## config.mk

```make
export PLATFORM = sky130hd
export DESIGN_NAME = bip_control
export DESIGN_NICKNAME = d
export VERILOG_FILES = /design/src/rtl/bip_pkg.sv /design/src/rtl/bip_decoder.sv /design/src/rtl/bip_control.sv
export SDC_FILE = /design/constraint.sdc
export NUM_CORES = 1
export LEC_CHECK = 0
export ABC_AREA = 1
export CAP_MARGIN = 30
export CORE_ASPECT_RATIO = 1.2
export CORE_MARGIN = 2
export CORE_UTILIZATION = 30
export DETAILED_ROUTE_END_ITERATION = 10
export GPL_TIMING_DRIVEN = 0
export MAX_ROUTING_LAYER = met4
export SLEW_MARGIN = 5
export SYNTH_ARGS = -nofsm -noshare
export SYNTH_HDL_FRONTEND = slang
export SYNTH_SLANG_ARGS = --single-unit
```

## constraint.sdc

```tcl
create_clock -name i_clock -period 2.3 [get_ports i_clock]
set_input_delay 0.23 -clock i_clock [delete_from_list [all_inputs] [get_ports i_clock]]
set_output_delay 0.23 -clock i_clock [all_outputs]
set_load 0.02 [all_outputs]
```

## src/rtl/bip_pkg.sv

```systemverilog
// Shared definitions for the BIP control unit: field widths, opcodes,
// accumulator mux encodings and the control FSM state encoding.
package bip_pkg;

    localparam int PC_WIDTH      = 11;
    localparam int INSTR_WIDTH   = 16;
    localparam int OPCODE_WIDTH  = 5;
    localparam int OPERAND_WIDTH = 11;
    localparam int CNT_WIDTH     = 32;

    localparam logic [OPCODE_WIDTH-1:0] OP_HLT  = 5'd0;
    localparam logic [OPCODE_WIDTH-1:0] OP_STO  = 5'd1;
    localparam logic [OPCODE_WIDTH-1:0] OP_LD   = 5'd2;
    localparam logic [OPCODE_WIDTH-1:0] OP_LDI  = 5'd3;
    localparam logic [OPCODE_WIDTH-1:0] OP_ADD  = 5'd4;
    localparam logic [OPCODE_WIDTH-1:0] OP_ADDI = 5'd5;
    localparam logic [OPCODE_WIDTH-1:0] OP_SUB  = 5'd6;
    localparam logic [OPCODE_WIDTH-1:0] OP_SUBI = 5'd7;

    localparam logic [1:0] SEL_A_RAM = 2'd0;
    localparam logic [1:0] SEL_A_IMM = 2'd1;
    localparam logic [1:0] SEL_A_ALU = 2'd2;

    typedef enum logic [2:0] {
        ST_IDLE   = 3'd0,
        ST_FETCH  = 3'd1,
        ST_DECODE = 3'd2,
        ST_MEM    = 3'd3,
        ST_EXEC   = 3'd4,
        ST_HALT   = 3'd5
    } state_t;

    // Decoded form of the current instruction, latched at the end of DECODE.
    typedef struct packed {
        logic [1:0] sel_a;
        logic       sel_b;
        logic       op;
        logic       wr_acc_en;
        logic       wr_ram_en;
        logic       illegal;
    } ctrl_t;

    function automatic logic [OPCODE_WIDTH-1:0] opcode_of(input logic [INSTR_WIDTH-1:0] instr);
        return instr[INSTR_WIDTH-1 -: OPCODE_WIDTH];
    endfunction

endpackage

```

## src/rtl/bip_decoder.sv

```systemverilog
// Combinational opcode decoder: maps a 5-bit opcode to datapath selectors,
// strobe enables and sequencing hints for the control FSM.
module bip_decoder
    import bip_pkg::*;
(
    input  logic [OPCODE_WIDTH-1:0] i_opcode,
    output logic [1:0]              o_sel_a,
    output logic                    o_sel_b,
    output logic                    o_op,
    output logic                    o_is_mem,
    output logic                    o_wr_acc_en,
    output logic                    o_wr_ram_en,
    output logic                    o_is_hlt,
    output logic                    o_illegal
);

    always_comb begin
        o_sel_a     = SEL_A_RAM;
        o_sel_b     = 1'b0;
        o_op        = 1'b0;
        o_is_mem    = 1'b0;
        o_wr_acc_en = 1'b0;
        o_wr_ram_en = 1'b0;
        o_is_hlt    = 1'b0;
        o_illegal   = 1'b0;
        case (i_opcode)
            OP_HLT: o_is_hlt = 1'b1;
            OP_STO: o_wr_ram_en = 1'b1;
            OP_LD: begin
                o_sel_a     = SEL_A_RAM;
                o_is_mem    = 1'b1;
                o_wr_acc_en = 1'b1;
            end
            OP_LDI: begin
                o_sel_a     = SEL_A_IMM;
                o_wr_acc_en = 1'b1;
            end
            OP_ADD: begin
                o_sel_a     = SEL_A_ALU;
                o_is_mem    = 1'b1;
                o_wr_acc_en = 1'b1;
            end
            OP_ADDI: begin
                o_sel_a     = SEL_A_ALU;
                o_sel_b     = 1'b1;
                o_wr_acc_en = 1'b1;
            end
            OP_SUB: begin
                o_sel_a     = SEL_A_ALU;
                o_op        = 1'b1;
                o_is_mem    = 1'b1;
                o_wr_acc_en = 1'b1;
            end
            OP_SUBI: begin
                o_sel_a     = SEL_A_ALU;
                o_sel_b     = 1'b1;
                o_op        = 1'b1;
                o_wr_acc_en = 1'b1;
            end
            // Undefined opcodes run as a NOP and only raise the sticky flag.
            default: o_illegal = 1'b1;
        endcase
    end

endmodule

```

## src/rtl/bip_control.sv

```systemverilog
// BIP control unit: PC, instruction register, multi-cycle sequencing FSM and
// executed-cycle counter driving the accumulator datapath and data RAM.
module bip_control
    import bip_pkg::*;
(
    input  logic                     i_clock,
    input  logic                     i_reset,
    input  logic                     i_start,
    input  logic [INSTR_WIDTH-1:0]   i_instr,
    output logic [PC_WIDTH-1:0]      o_pc,
    output logic [OPERAND_WIDTH-1:0] o_operand,
    output logic [1:0]               o_sel_a,
    output logic                     o_sel_b,
    output logic                     o_op,
    output logic                     o_rd_ram,
    output logic                     o_wr_ram,
    output logic                     o_wr_acc,
    output logic                     o_halt,
    output logic                     o_illegal,
    output logic [CNT_WIDTH-1:0]     o_cycle_count
);

    state_t                   state_q, state_d;
    logic [PC_WIDTH-1:0]      pc_q, pc_d;
    logic [OPERAND_WIDTH-1:0] ir_operand_q, ir_operand_d;
    ctrl_t                    ctrl_q, ctrl_d;
    logic [CNT_WIDTH-1:0]     cnt_q, cnt_d;
    logic                     illegal_q, illegal_d;

    logic [1:0] dec_sel_a;
    logic       dec_sel_b;
    logic       dec_op;
    logic       dec_is_mem;
    logic       dec_wr_acc_en;
    logic       dec_wr_ram_en;
    logic       dec_is_hlt;
    logic       dec_illegal;

    // Decodes the ROM word directly; the result is captured with the IR.
    bip_decoder u_decoder (
        .i_opcode    (opcode_of(i_instr)),
        .o_sel_a     (dec_sel_a),
        .o_sel_b     (dec_sel_b),
        .o_op        (dec_op),
        .o_is_mem    (dec_is_mem),
        .o_wr_acc_en (dec_wr_acc_en),
        .o_wr_ram_en (dec_wr_ram_en),
        .o_is_hlt    (dec_is_hlt),
        .o_illegal   (dec_illegal)
    );

    always_ff @(posedge i_clock or posedge i_reset) begin
        if (i_reset) begin
            state_q      <= ST_IDLE;
            pc_q         <= '0;
            ir_operand_q <= '0;
            ctrl_q       <= '0;
            cnt_q        <= '0;
            illegal_q    <= 1'b0;
        end else begin
            state_q      <= state_d;
            pc_q         <= pc_d;
            ir_operand_q <= ir_operand_d;
            ctrl_q       <= ctrl_d;
            cnt_q        <= cnt_d;
            illegal_q    <= illegal_d;
        end
    end

    always_comb begin
        state_d      = state_q;
        pc_d         = pc_q;
        ir_operand_d = ir_operand_q;
        ctrl_d       = ctrl_q;
        cnt_d        = cnt_q;
        illegal_d    = illegal_q;

        case (state_q)
            ST_IDLE: begin
                if (i_start) begin
                    state_d = ST_FETCH;
                end
            end
            ST_FETCH: begin
                state_d = ST_DECODE;
            end
            ST_DECODE: begin
                ir_operand_d = i_instr[OPERAND_WIDTH-1:0];
                ctrl_d       = {dec_sel_a, dec_sel_b, dec_op,
                                dec_wr_acc_en, dec_wr_ram_en, dec_illegal};
                if (dec_is_hlt) begin
                    state_d = ST_HALT;
                end else if (dec_is_mem) begin
                    state_d = ST_MEM;
                end else begin
                    state_d = ST_EXEC;
                end
            end
            ST_MEM: begin
                state_d = ST_EXEC;
            end
            ST_EXEC: begin
                pc_d    = pc_q + PC_WIDTH'(1);
                state_d = ST_FETCH;
                if (ctrl_q.illegal) begin
                    illegal_d = 1'b1;
                end
            end
            ST_HALT: begin
                state_d = ST_HALT;
            end
            default: begin
                state_d = ST_IDLE;
            end
        endcase

        // Counts only while an instruction is in flight; sticks at all-ones.
        if ((state_q == ST_FETCH || state_q == ST_DECODE ||
             state_q == ST_MEM   || state_q == ST_EXEC) && (cnt_q != '1)) begin
            cnt_d = cnt_q + CNT_WIDTH'(1);
        end
    end

    assign o_pc          = pc_q;
    assign o_operand     = ir_operand_q;
    assign o_sel_a       = ctrl_q.sel_a;
    assign o_sel_b       = ctrl_q.sel_b;
    assign o_op          = ctrl_q.op;
    assign o_rd_ram      = (state_q == ST_MEM);
    assign o_wr_ram      = (state_q == ST_EXEC) && ctrl_q.wr_ram_en;
    assign o_wr_acc      = (state_q == ST_EXEC) && ctrl_q.wr_acc_en;
    assign o_halt        = (state_q == ST_HALT);
    assign o_illegal     = illegal_q;
    assign o_cycle_count = cnt_q;

endmodule

```

======== After elaboration in Yosys (flattened, before gate mapping) ========
Index checks and enable logic that the tools add are counted.
storage, ports and cells
  register bits ........................... 65
  input bits .............................. 19
  output and inout bits ................... 63
  word-level logic and storage cells ...... 54
operators by class
  add/subtract/negate cells ............... 2
  equality and inequality tests ........... 14
  muxes and demuxes ....................... 12
  reduce and logical (&&, ||, !) cells .... 15
operators by type and width
  operator                                        count
  adder 32 x 1 -> 32 bit (second input constant)  1
  inequality test 32 bit (second input constant)  1
  == test 5 x 3 -> 1 bit (second input constant)  4
  case mux 3 bit (6 select lines)                 1
  adder 11 x 1 -> 11 bit (second input constant)  1
  == test 5 x 2 -> 1 bit (second input constant)  2
  two-way mux 3 bit                               3
  OR reduction 8 bit                              1
  two-way mux 1 bit                               7
  == test 3 x 2 -> 1 bit (second input constant)  2
  == test 3 bit (second input constant)           2
  OR reduction 6 bit                              1
  == test 5 x 1 -> 1 bit (second input constant)  1
  logical NOT 5 bit                               1
  case mux 2 bit (2 select lines)                 1
  OR reduction 2 bit                              2
  OR reduction 4 bit                              1
  == test 3 x 1 -> 1 bit (second input constant)  1
  logical AND 1 bit                               3
  logical NOT 3 bit                               1
  logical OR 1 bit                                3
  OR reduction 3 bit                              1
  inequality test 2 bit (second input constant)   1
  AND reduction 2 bit                             1

======== Logic depth before layout (Yosys ltp) ========
Gate-level depths: netlist of the first run.
  depth after elaboration ................. 6
  depth in mapped cells ................... 12
  mapped depth without buffers ............ 10

======== Hierarchy ========
A second synthesis of the first run with hierarchy kept.
unflattened totals
  cells, all modules ...................... 530
  area, all modules ....................... 3727.3 µm²
modules (own cells, without submodules)
  module       instances  cells each  area each (µm²)  seq. area each (µm²)
  bip_control  1          511         3641.0           1626.6
  bip_decoder  1          19          86.3             0.0

======== Worst setup path after synthesis of the first run ========
Ideal clock, no wire load.
  kind .................................... register to register
  start point ............................. register cnt_q[0], in the netlist o_cycle_count[0]
  end point ............................... register cnt_q[31], in the netlist o_cycle_count[31]
  library setup time ...................... 0.117 ns
  arrival time ............................ 1.777 ns
  data required time ...................... 2.183 ns
  setup slack ............................. 0.407 ns
  cell stages (with the launch flop) ...... 13
  path buffers ............................ 2
  clock period less this slack ............ 1.893 ns
  cell sequence ........................... dfrtp_1 ha_1 inv_2 nor2_4 nand2_2 nor2_4 nand2_2 nand2_4 inv_2 buf_6 buf_6 nand2_1 nand2_1
on the way
  cells in the longest elaborated chain, start to end .. 2
  elaborated cells between the ends (all ways) .. 3
  classes of those cells .................. add/sub: 1; eq/ne: 1; reduce/logical: 1
ends and longest elaborated chain
  item                                                                            RTL line           text
  from (decl)                                                                     bip_control.sv:27  logic [CNT_WIDTH-1:0] cnt_q, cnt_d;
  from (signal assigned)                                                          bip_control.sv:65  cnt_q <= cnt_d;
  parallel branches: the longest is 2 deep, another holds adder 32 x 1 -> 32 bit  --
Several ways; the timed one is not identified.
A chain may end at the register's enable or synchronous reset.

======== Final worst setup path of the first run ========
  start point ............................. register cnt_q[0], in the netlist o_cycle_count[0]
  end point ............................... register cnt_q[1], in the netlist o_cycle_count[1]
The elaborated chain is that of the path after synthesis.

==> impl_metrics.py, run 1 <==
metrics = {
    "pwr": {
        "power_density_mw_per_mm2": 947,
        "irDropWorstVdd_uv": 540,
        "power.leakage_nw": 2.31,
        "power.total_mw": 4.69,
    },
    "sta": {
        "report.final.setup_viol": 0,
        "tightest_slew_ps": 824,
        "period_needed_ps": 2020,
        "rsz0062_at_grt": "false",
        "max_freq_mhz": 495,
        "holdWs_ps": 429,
        "slew_viol_final": 0,
        "fin_skew_ps": 5.50,
        "finalHoldViolCount": 0,
        "period_share_pct": 87.8,
        "maxSlewHeadroom_pct": 45.1,
    },
    "drt": {
        "wl_mm": 9.72,
        "drtPass1Iterations": 4,
        "via_per_inst": 4.49,
        "dr_total_vias": 3569,
        "drc": 0,
        "wire_per_inst_um": 12.2,
        "ant_nets": 0,
        "drtIter0Drc": 100,
    },
    "yosys": {
        "synthFlopType": "dfrtp_1",
        "synth_edf_count": 0,
        "synth.avg_cell_area_um2": 6.82,
        "synth_seq_cells": 65,
        "synthCells": 540,
        "synth_cell_types": 25,
        "syn_nets": 561,
        "syn_area_mm2": 0.00368,
        "yosysWarnings": 0,
        "yosysSeqAreaShare_pct": 44.2,
        "ys_async_sr_fraction_pct": 100,
    },
    "floorplan": {
        "die_w_um": 105,
        "die_area_mm2": 0.0132,
        "io-pin-count": 82,
        "num_rows": 44,
        "core_mm2": 0.0121,
        "die_h_um": 125,
        "start_util_pct": 30.5,
    },
    "run": {
        "maxCapViolations": 0,
    },
    "clocking": {
        "cts_buffers": 9,
        "clock_latency_ps": 330,
        "cts_tree": "done",
        "cts_buffer_depth": 2,
        "cts_setup_buffers": 0,
        "clk_pin_slew_ps": 60,
        "htree_num_levels": 3,
        "cts_root_buf": "clkbuf_16",
        "cts.sinks": 65,
    },
    "grt": {
        "grt_pass1_wl_mm": 16.6,
        "antenna_found_initial": 0,
        "grt_usage_pct": 16.2,
        "grt_pass1_vias": 3587,
        "grt_max_degree": 66,
        "overflow": 0,
    },
    "finish": {
        "drive_gt1_share_pct": 5.21,
        "final_nets": 653,
        "antenna_cells": 0,
        "areaGrowthSynthToFinish_pct": 34.6,
        "nFillCells": 1252,
    },
    "worst_setup_path": {
        "rr_startpoint": "o_cycle_count[0]$_DFFE_PP0P_",
        "slowest_delay_ps": 460,
        "cpMaxStageDelayCell": "dfrtp_1",
        "cp_max_fo": 10,
        "ff2ff_setup_slack_ps": 280,
        "r2r_cells": 12,
        "r2r_end": "o_cycle_count[1]$_DFFE_PP0P_",
        "crit_path_end_kind": "flop",
        "crit_path_cell_trace": "ha_2, inv_2, nor2_4, nand2_2, nor2_4, nand2_2, nand2_4, inv_2, buf_6, buf_6, nand2_1, nand2_1",
        "cp.arrival_ps": 2230,
        "required_ps": 2510,
        "cp-start-kind": "flop",
        "crit_type": "reg2reg",
    },
    "min_path": {
        "hold_path_class": "in2async",
    },
    "place": {
        "dp_hpwl_mm": 7.30,
        "port_buffers": 81,
        "place.gp.congestion": 0.928,
    },
    "status": {
        "status": "complete, no violations",
    },
}
per-stage QoR:
step | instances | instance area (um2) | utilization, % | worst slack, ps | setup TNS, ps
6_report | 795 | 4960 | 41.1 | 280 | 0
5_1_grt | 795 | 4960 | 41.1 | 69.0 | 0
4_1_cts | 795 | 4950 | 41.0 | 57.6 | 0
3_5_place_dp | 782 | 4700 | 38.9 | 235 | 0
3_3_place_gp | 782 | 4690 | 38.9 | -801 | -51710
2_1_floorplan | 540 | 3680 | - | 407 | 0
routing by layer:
metal	global-route usage (%)	up-vias	share of wire, %
met1	18.1	1614	43
met3	4.01	19	4.6
met5	-	-	0
met4	7.84	0	2.8
met2	26.9	90	50
li1	-	1846	-
power breakdown:
group	internal, mW	switching [mW]	leakage, nW	total [mW]
clock network	0.739	0.480	0.124	1.22
logic	0.742	1.12	1.33	1.86
registers	1.40	0.216	0.861	1.62
critical path: cells and delay by family, from the launching register on:
family / cells / cell delay, ps
AND/OR/NAND/NOR: 7 / 750
flip-flops: 1 / 460
buffers and inverters: 4 / 400
adder cells (fa/ha/maj): 1 / 290
synthesized netlist by cell type, types with 2 or more instances:
cell      instances  area, um2
nand2_1         261        980
nor2_1           66        248
dfrtp_1          65       1630
inv_1            49        184
nand3_1          24        120
xor2_1           12        105
o21ai_0          11       55.1
nor3_1            8       40.0
xnor2_1           7       61.3
nand4_1           6       37.5
buf_2             4       20.0
clkbuf_1          3       11.3
inv_2             3       11.3
nand2_2           3       18.8
a21oi_1           2       10.0
a31oi_1           2       12.5
buf_4             2       15.0
buf_6             2       22.5
ha_1              2       25.0
nor2_4            2       22.5
nor3_2            2       20.0
cell usage in the layout, fill, tap and decap left out, types with 4 or more instances in the layout:
| cell | Yosys | layout |
|---|---|---|
| dfrtp_1 | 65 | 65 |
| inv_1 | 49 | 48 |
| o21ai_0 | 11 | 11 |
| xnor2_1 | 7 | 7 |
| nor3_1 | 8 | 8 |
| xor2_1 | 12 | 12 |
| nand2_1 | 261 | 261 |
| clkbuf_16 | 0 | 9 |
| nand4_1 | 6 | 6 |
| nand3_1 | 24 | 24 |
| nor2_1 | 66 | 66 |
| clkbuf_1 | 3 | 4 |
| clkdlybuf4s50_1 | 0 | 79 |
| buf_2 | 4 | 4 |
cell families (layout without fill, tap and decap cells):
logic type      after synthesis  in the layout  share of synthesized area (%)
simple gates                373            373                           40.7
flops                        65             65                           44.2
buf+inv                      63            157                           7.17
xor+xnor                     19             19                           4.52
compound gates               18             18                           2.75
fa+ha+maj                     2              2                          0.680
flip-flops by register name, indices dropped and copies added, names as in the netlist:
| signal | flops |
|---|---|
| state_q | 3 |
| o_illegal | 1 |
| o_sel_b | 1 |
| o_sel_a | 2 |
| o_operand | 11 |
| o_pc | 11 |
| o_op | 1 |
| ctrl_q | 3 |
| o_cycle_count | 32 |
area by class of cell:
type | count | area [um2] | share of cell area [%]
Clock inverter | 1 | 5.00 | 0.101
Tap cell | 161 | 201 | 4.06
Buffer | 11 | 70.1 | 1.41
Timing Repair Buffer | 81 | 816 | 16.5
Sequential cell | 65 | 1630 | 32.8
Clock buffer | 12 | 246 | 4.97
Inverter | 52 | 198 | 3.99
Multi-Input combinational cell | 412 | 1790 | 36.2
timing repair:
action	CTS	global route
gates resized for setup	1	3
endpoints found under the setup margin	1	3
hold buffers	0	0
worst max path at each step:
stage / start / to / slack [ps] / cells after the start
2_1_floorplan: o_cycle_count[0]$_DFFE_PP0P_ / o_cycle_count[31]$_DFFE_PP0P_ / 410 / 12
3_3_place_gp: i_reset / o_pc[8]$_DFFE_PP0N_ / -800 / 2
3_5_place_dp: o_cycle_count[0]$_DFFE_PP0P_ / o_cycle_count[0]$_DFFE_PP0P_ / 230 / 12
4_1_cts: state_q[1]$_DFFE_PP0P_ / o_wr_acc / 60 / 5
5_1_grt: o_cycle_count[0]$_DFFE_PP0P_ / o_cycle_count[0]$_DFFE_PP0P_ / 70 / 12
6_report: o_cycle_count[0]$_DFFE_PP0P_ / o_cycle_count[1]$_DFFE_PP0P_ / 280 / 12
(Power assumes the default switching activity.)
==> run 2: changes to the inputs <==
==> constraint.sdc (replaced) <==
create_clock -name i_clock -period 2.06 [get_ports i_clock]
set_input_delay 0.206 -clock i_clock [delete_from_list [all_inputs] [get_ports i_clock]]
set_output_delay 0.206 -clock i_clock [all_outputs]
set_load 0.02 [all_outputs]
==> run 2 against run 1 <==
Sequential power grew 12%. Flip-flop and latch count is the same. Design area grew 0.13%. Combinational power grew 12%. Clock power grew 11%. Critical path type is now reg2out. Largest cell class unchanged. Largest power group unchanged.
==> impl_metrics.py, run 2 (same netlist as run 1, synthesis figures left out) <==
metrics = {
    "grt": {
        "grt_pass1_wl_mm": 16.6,
        "antenna_found_initial": 0,
        "grt_pass1_vias": 3596,
        "grt_usage_pct": 16.2,
        "overflow": 0,
        "grt_max_degree": 66,
    },
    "sta": {
        "period_needed_ps": 1940,
        "tightest_slew_ps": 823,
        "slew_viol_final": 0,
        "finalHoldViolCount": 0,
        "maxSlewHeadroom_pct": 45.1,
        "report.final.setup_viol": 0,
        "period_share_pct": 94.1,
        "rsz0062_at_grt": "false",
        "max_freq_mhz": 516,
        "fin_skew_ps": 5.88,
        "tns_ps": 0,
    },
    "floorplan": {
        "start_util_pct": 30.5,
        "num_rows": 44,
        "die_w_um": 105,
        "io-pin-count": 82,
        "die_h_um": 125,
        "die_area_mm2": 0.0132,
        "core_mm2": 0.0121,
    },
    "finish": {
        "areaGrowthSynthToFinish_pct": 34.8,
        "drive_gt1_share_pct": 5.36,
        "antenna_cells": 0,
        "final_common_cell": "nand2_1",
        "final_nets": 653,
        "largest_reg_flops": 32,
        "mostFrequentLayoutCells": "nand2_1, clkdlybuf4s50_1, nor2_1, dfrtp_1, inv_1",
        "final_util_pct": 41.2,
    },
    "pwr": {
        "power_density_mw_per_mm2": 1060,
        "irDropWorstVdd_uv": 603,
        "power.total_mw": 5.27,
        "power.leakage_nw": 2.30,
    },
    "drt": {
        "wire_per_inst_um": 12.3,
        "drtPass1Iterations": 4,
        "dr_total_vias": 3582,
        "ant_nets": 0,
        "via_per_inst": 4.51,
        "drc": 0,
        "drtIter0Drc": 97,
        "wl_mm": 9.74,
    },
    "place": {
        "port_buffers": 81,
        "place.gp.congestion": 0.928,
        "dp_hpwl_mm": 7.30,
    },
    "clocking": {
        "cts_buffer_depth": 2,
        "cts_root_buf": "clkbuf_16",
        "clock_latency_ps": 330,
        "clk_pin_slew_ps": 60,
        "cts_setup_buffers": 0,
        "cts_tree": "done",
        "cts_buffers": 9,
        "htree_num_levels": 3,
        "cts.sinks": 65,
    },
    "status": {
        "status": "complete, no violations",
    },
    "worst_setup_path": {
        "cp.arrival_ps": 1730,
        "crit_type": "reg2out",
        "required_ps": 1850,
        "crit_path_end_kind": "primary output",
        "cp-start-kind": "flop",
        "cp_max_fo": 6,
    },
    "min_path": {
        "hold_path_class": "in2async",
    },
    "run": {
        "maxCapViolations": 0,
    },
}
## run 2: repair_timing
action                                  CTS  global route
hold buffers                              0             0
endpoints found under the setup margin   12            31
resized for setup                         4             3
## run 2: critical path, cell delays in order (launching register included)
cell	delay, ps
dfrtp_1	360
inv_1	150
nand2_1	120
nor2_1	140
clkdlybuf4s50_1	640
## run 2: per-layer routing
metal	vias up	GRT usage, %	wire [um]
met3	24	4.01	545
met5	-	-	0
li1	1839	-	-
met4	0	7.84	383
met1	1612	18.1	4040
met2	107	27.0	4770
## run 2: cell type report
class	count	area (um2)
fill	1251	7090
multi-input combinational	412	1800
sequential	65	1630
timing repair buffer	81	811
clock buffer	12	246
tap	161	201
inverter	52	198
buffer	11	70.1
clock inverter	1	5.00
## run 2: power by group
group	switching [mW]	internal, mW
Combinational	1.24	0.839
Clock	0.539	0.825
Sequential	0.252	1.57
## run 2: per-stage QoR
stage	cell area, um2	hold slack, ps	cells	setup WS (ps)
finish	4960	406	795	123
global route	4960	421	795	3.78
CTS	4950	408	795	29.8
detailed placement	4700	461	782	-5.01
global placement	4690	455	782	-1020
floorplan	3680	323	540	167
## run 2: path summary, 6_finish.rpt
path	slack, ps	to	cells after the start	from
min reg2reg	470	o_operand[5]$_DFFE_PP0P_	2	o_operand[5]$_DFFE_PP0P_
min	410	o_operand[9]$_DFFE_PP0P_	2	i_reset
max in group asynchronous	1070	o_cycle_count[0]$_DFFE_PP0P_	2	i_reset
min in group i_clock	420	o_operand[9]$_DFFE_PP0P_	3	i_instr[9]
max	120	o_halt	4	state_q[1]$_DFFE_PP0P_
max reg2reg	160	o_cycle_count[1]$_DFFE_PP0P_	12	o_cycle_count[1]$_DFFE_PP0P_
==> run 3: changes to the inputs <==
--- a/config.mk
+++ b/config.mk
@@ -13,6 +13,7 @@
 export DETAILED_ROUTE_END_ITERATION = 10
 export GPL_TIMING_DRIVEN = 0
 export MAX_ROUTING_LAYER = met4
+export PLACE_DENSITY = 0.55
 export SLEW_MARGIN = 5
 export SYNTH_ARGS = -nofsm -noshare
 export SYNTH_HDL_FRONTEND = slang
==> run 3 against run 2 <==
Non-clock buffer count rose by 1. Total power rose by 5.7%. Via count fell by 1.1%. Register-to-register slack improved by 20 ps. Critical path type unchanged. Largest cell class unchanged. Largest power group unchanged. Highest routed layer unchanged.
==> impl_metrics.py, run 3 (same netlist as run 1, synthesis figures left out) <==
metrics = {
    "sta": {
        "max_freq_mhz": 517,
        "tightest_slew_ps": 649,
        "maxSlewHeadroom_pct": 56.5,
        "slew_viol_final": 0,
        "period_share_pct": 93.8,
        "rsz0062_at_grt": "true",
        "fin_skew_ps": 3.00,
        "period_needed_ps": 1930,
        "layout_setup_ws_ps": 127,
        "finalHoldViolCount": 0,
        "report.final.setup_viol": 0,
    },
    "grt": {
        "met2_usage_pct": 26.5,
        "grt_pass1_wl_mm": 16.3,
        "grt_usage_pct": 15.9,
        "grtUsageMet1_pct": 18.6,
        "overflow": 0,
        "grt_busiest_layer": "met2",
        "grt_max_degree": 66,
        "grt_pass1_vias": 3466,
        "grtUsageMet3_pct": 3.44,
        "antenna_found_initial": 0,
    },
    "drt": {
        "via_per_inst": 4.43,
        "wire_per_inst_um": 12.2,
        "drtIter0Drc": 77,
        "drtPass1Iterations": 4,
        "dr_total_vias": 3542,
        "wl_mm": 9.73,
        "ant_nets": 0,
        "drc": 0,
    },
    "worst_setup_path": {
        "cp-start-kind": "flop",
        "crit_path_end_kind": "primary output",
        "required_ps": 1850,
        "crit_type": "reg2out",
        "cp_max_fo": 6,
        "cp.arrival_ps": 1730,
    },
    "pwr": {
        "irDropWorstVdd_uv": 654,
        "power.leakage_nw": 2.33,
        "power_density_mw_per_mm2": 1100,
    },
    "finish": {
        "areaGrowthSynthToFinish_pct": 37.6,
        "seqCellArea_mm2": 0.00163,
        "final_cell_count_no_fill": 799,
        "mostFrequentLayoutCells": "nand2_1, clkdlybuf4s50_1, nor2_1, dfrtp_1, inv_1",
        "largest_reg_flops": 32,
        "final_nets": 654,
        "final_common_cell": "nand2_1",
        "nFillCells": 1247,
        "multi_input_area_mm2": 0.00181,
        "drive_gt1_share_pct": 6.74,
        "antenna_cells": 0,
    },
    "floorplan": {
        "core_mm2": 0.0121,
        "die_area_mm2": 0.0132,
        "num_rows": 44,
        "io-pin-count": 82,
        "die_w_um": 105,
        "die_h_um": 125,
        "start_util_pct": 30.5,
    },
    "clocking": {
        "cts.sinks": 65,
        "cts_buffers": 9,
        "clk_pin_slew_ps": 60,
        "cts_root_buf": "clkbuf_16",
        "cts_hold_buf": 0,
        "clock_latency_ps": 330,
        "htree_num_levels": 3,
        "cts_tree": "done",
        "cts_buffer_depth": 2,
        "cts_setup_buffers": 0,
    },
    "status": {
        "status": "complete, no violations",
    },
    "place": {
        "dp_cells": 783,
        "place_ws_ps": -16.5,
        "port_buffers": 81,
        "place.gp.congestion": 0.898,
        "dp_hpwl_mm": 7.35,
    },
    "min_path": {
        "hold_path_class": "in2async",
    },
    "run": {
        "maxCapViolations": 0,
    },
}
-- run 3: changes by cell type in the layout (fill, tap and decap cells not counted), sizes merged --
cell,before,now
dlymetal6s2s,1,0
clkbuf,15,16
clkdlybuf4s50,78,79
buf,8,9
clkinvlp,0,1
dlygate4sd2,2,0
bufinv,0,2
clkinv,1,2
-- run 3: final cells by class --
type | instances | share of cell area (%)
Timing Repair Buffer | 82 | 16.4
Inverter | 52 | 3.90
Multi-Input combinational cell | 412 | 35.7
Buffer | 11 | 1.38
Sequential cell | 65 | 32.1
Clock inverter | 5 | 1.53
Tap cell | 161 | 3.98
Clock buffer | 11 | 4.99
-- run 3: repair_timing --
item / 4_1_cts / 5_1_grt
pin swaps: 0 / 0
gates resized for setup: 4 / 7
setup endpoints to repair: 12 / 34
cloned: 0 / 0
endpoints found under the hold margin: 0 / 0
-- run 3: metal layers --
metal	wire length [um]	part of all wire, %
met4	237	2.4
met5	0	0
met1	4240	44
met3	393	4.0
met2	4860	50
-- run 3: power by group --
group,internal (mW),switching [mW],total [mW]
Clock,1.12,0.560,1.68
Sequential,1.57,0.257,1.82
Combinational,0.844,1.22,2.06
Total,3.53,2.03,5.57
-- run 3: worst paths after layout --
check,startpoint,to,slack (ps),cells past startpoint
min in group i_clock,i_instr[3],o_operand[3]$_DFFE_PP0P_,420,3
max in group asynchronous,i_reset,o_cycle_count[0]$_DFFE_PP0P_,1450,3
max,state_q[1]$_DFFE_PP0P_,o_halt,130,4
min,i_reset,o_cycle_count[27]$_DFFE_PP0P_,270,3
max reg2reg,o_cycle_count[1]$_DFFE_PP0P_,o_cycle_count[8]$_DFFE_PP0P_,180,12
min reg2reg,o_operand[10]$_DFFE_PP0P_,o_operand[10]$_DFFE_PP0P_,470,2
-- run 3: per-stage QoR --
stage | hold WS [ps] | total power [mW] | cell area (um2) | utilization, % | TNS (ps)
5_1_grt | 314 | 5.93 | 5060 | 42.0 | -5.58
2_1_floorplan | 323 | 3.03 | 3680 | - | 0
4_1_cts | 312 | 5.63 | 5050 | 41.9 | 0
6_report | 272 | 5.57 | 5060 | 42.0 | 0
3_3_place_gp | 456 | 3.88 | 4690 | 38.9 | -69520
3_5_place_dp | 458 | 3.91 | 4720 | 39.2 | -85.6
-- run 3: critical path: stages, from the launching register on --
cell	delay, ps
dfrtp_1	360
inv_1	170
nand2_1	110
nor2_1	130
clkdlybuf4s50_1	630
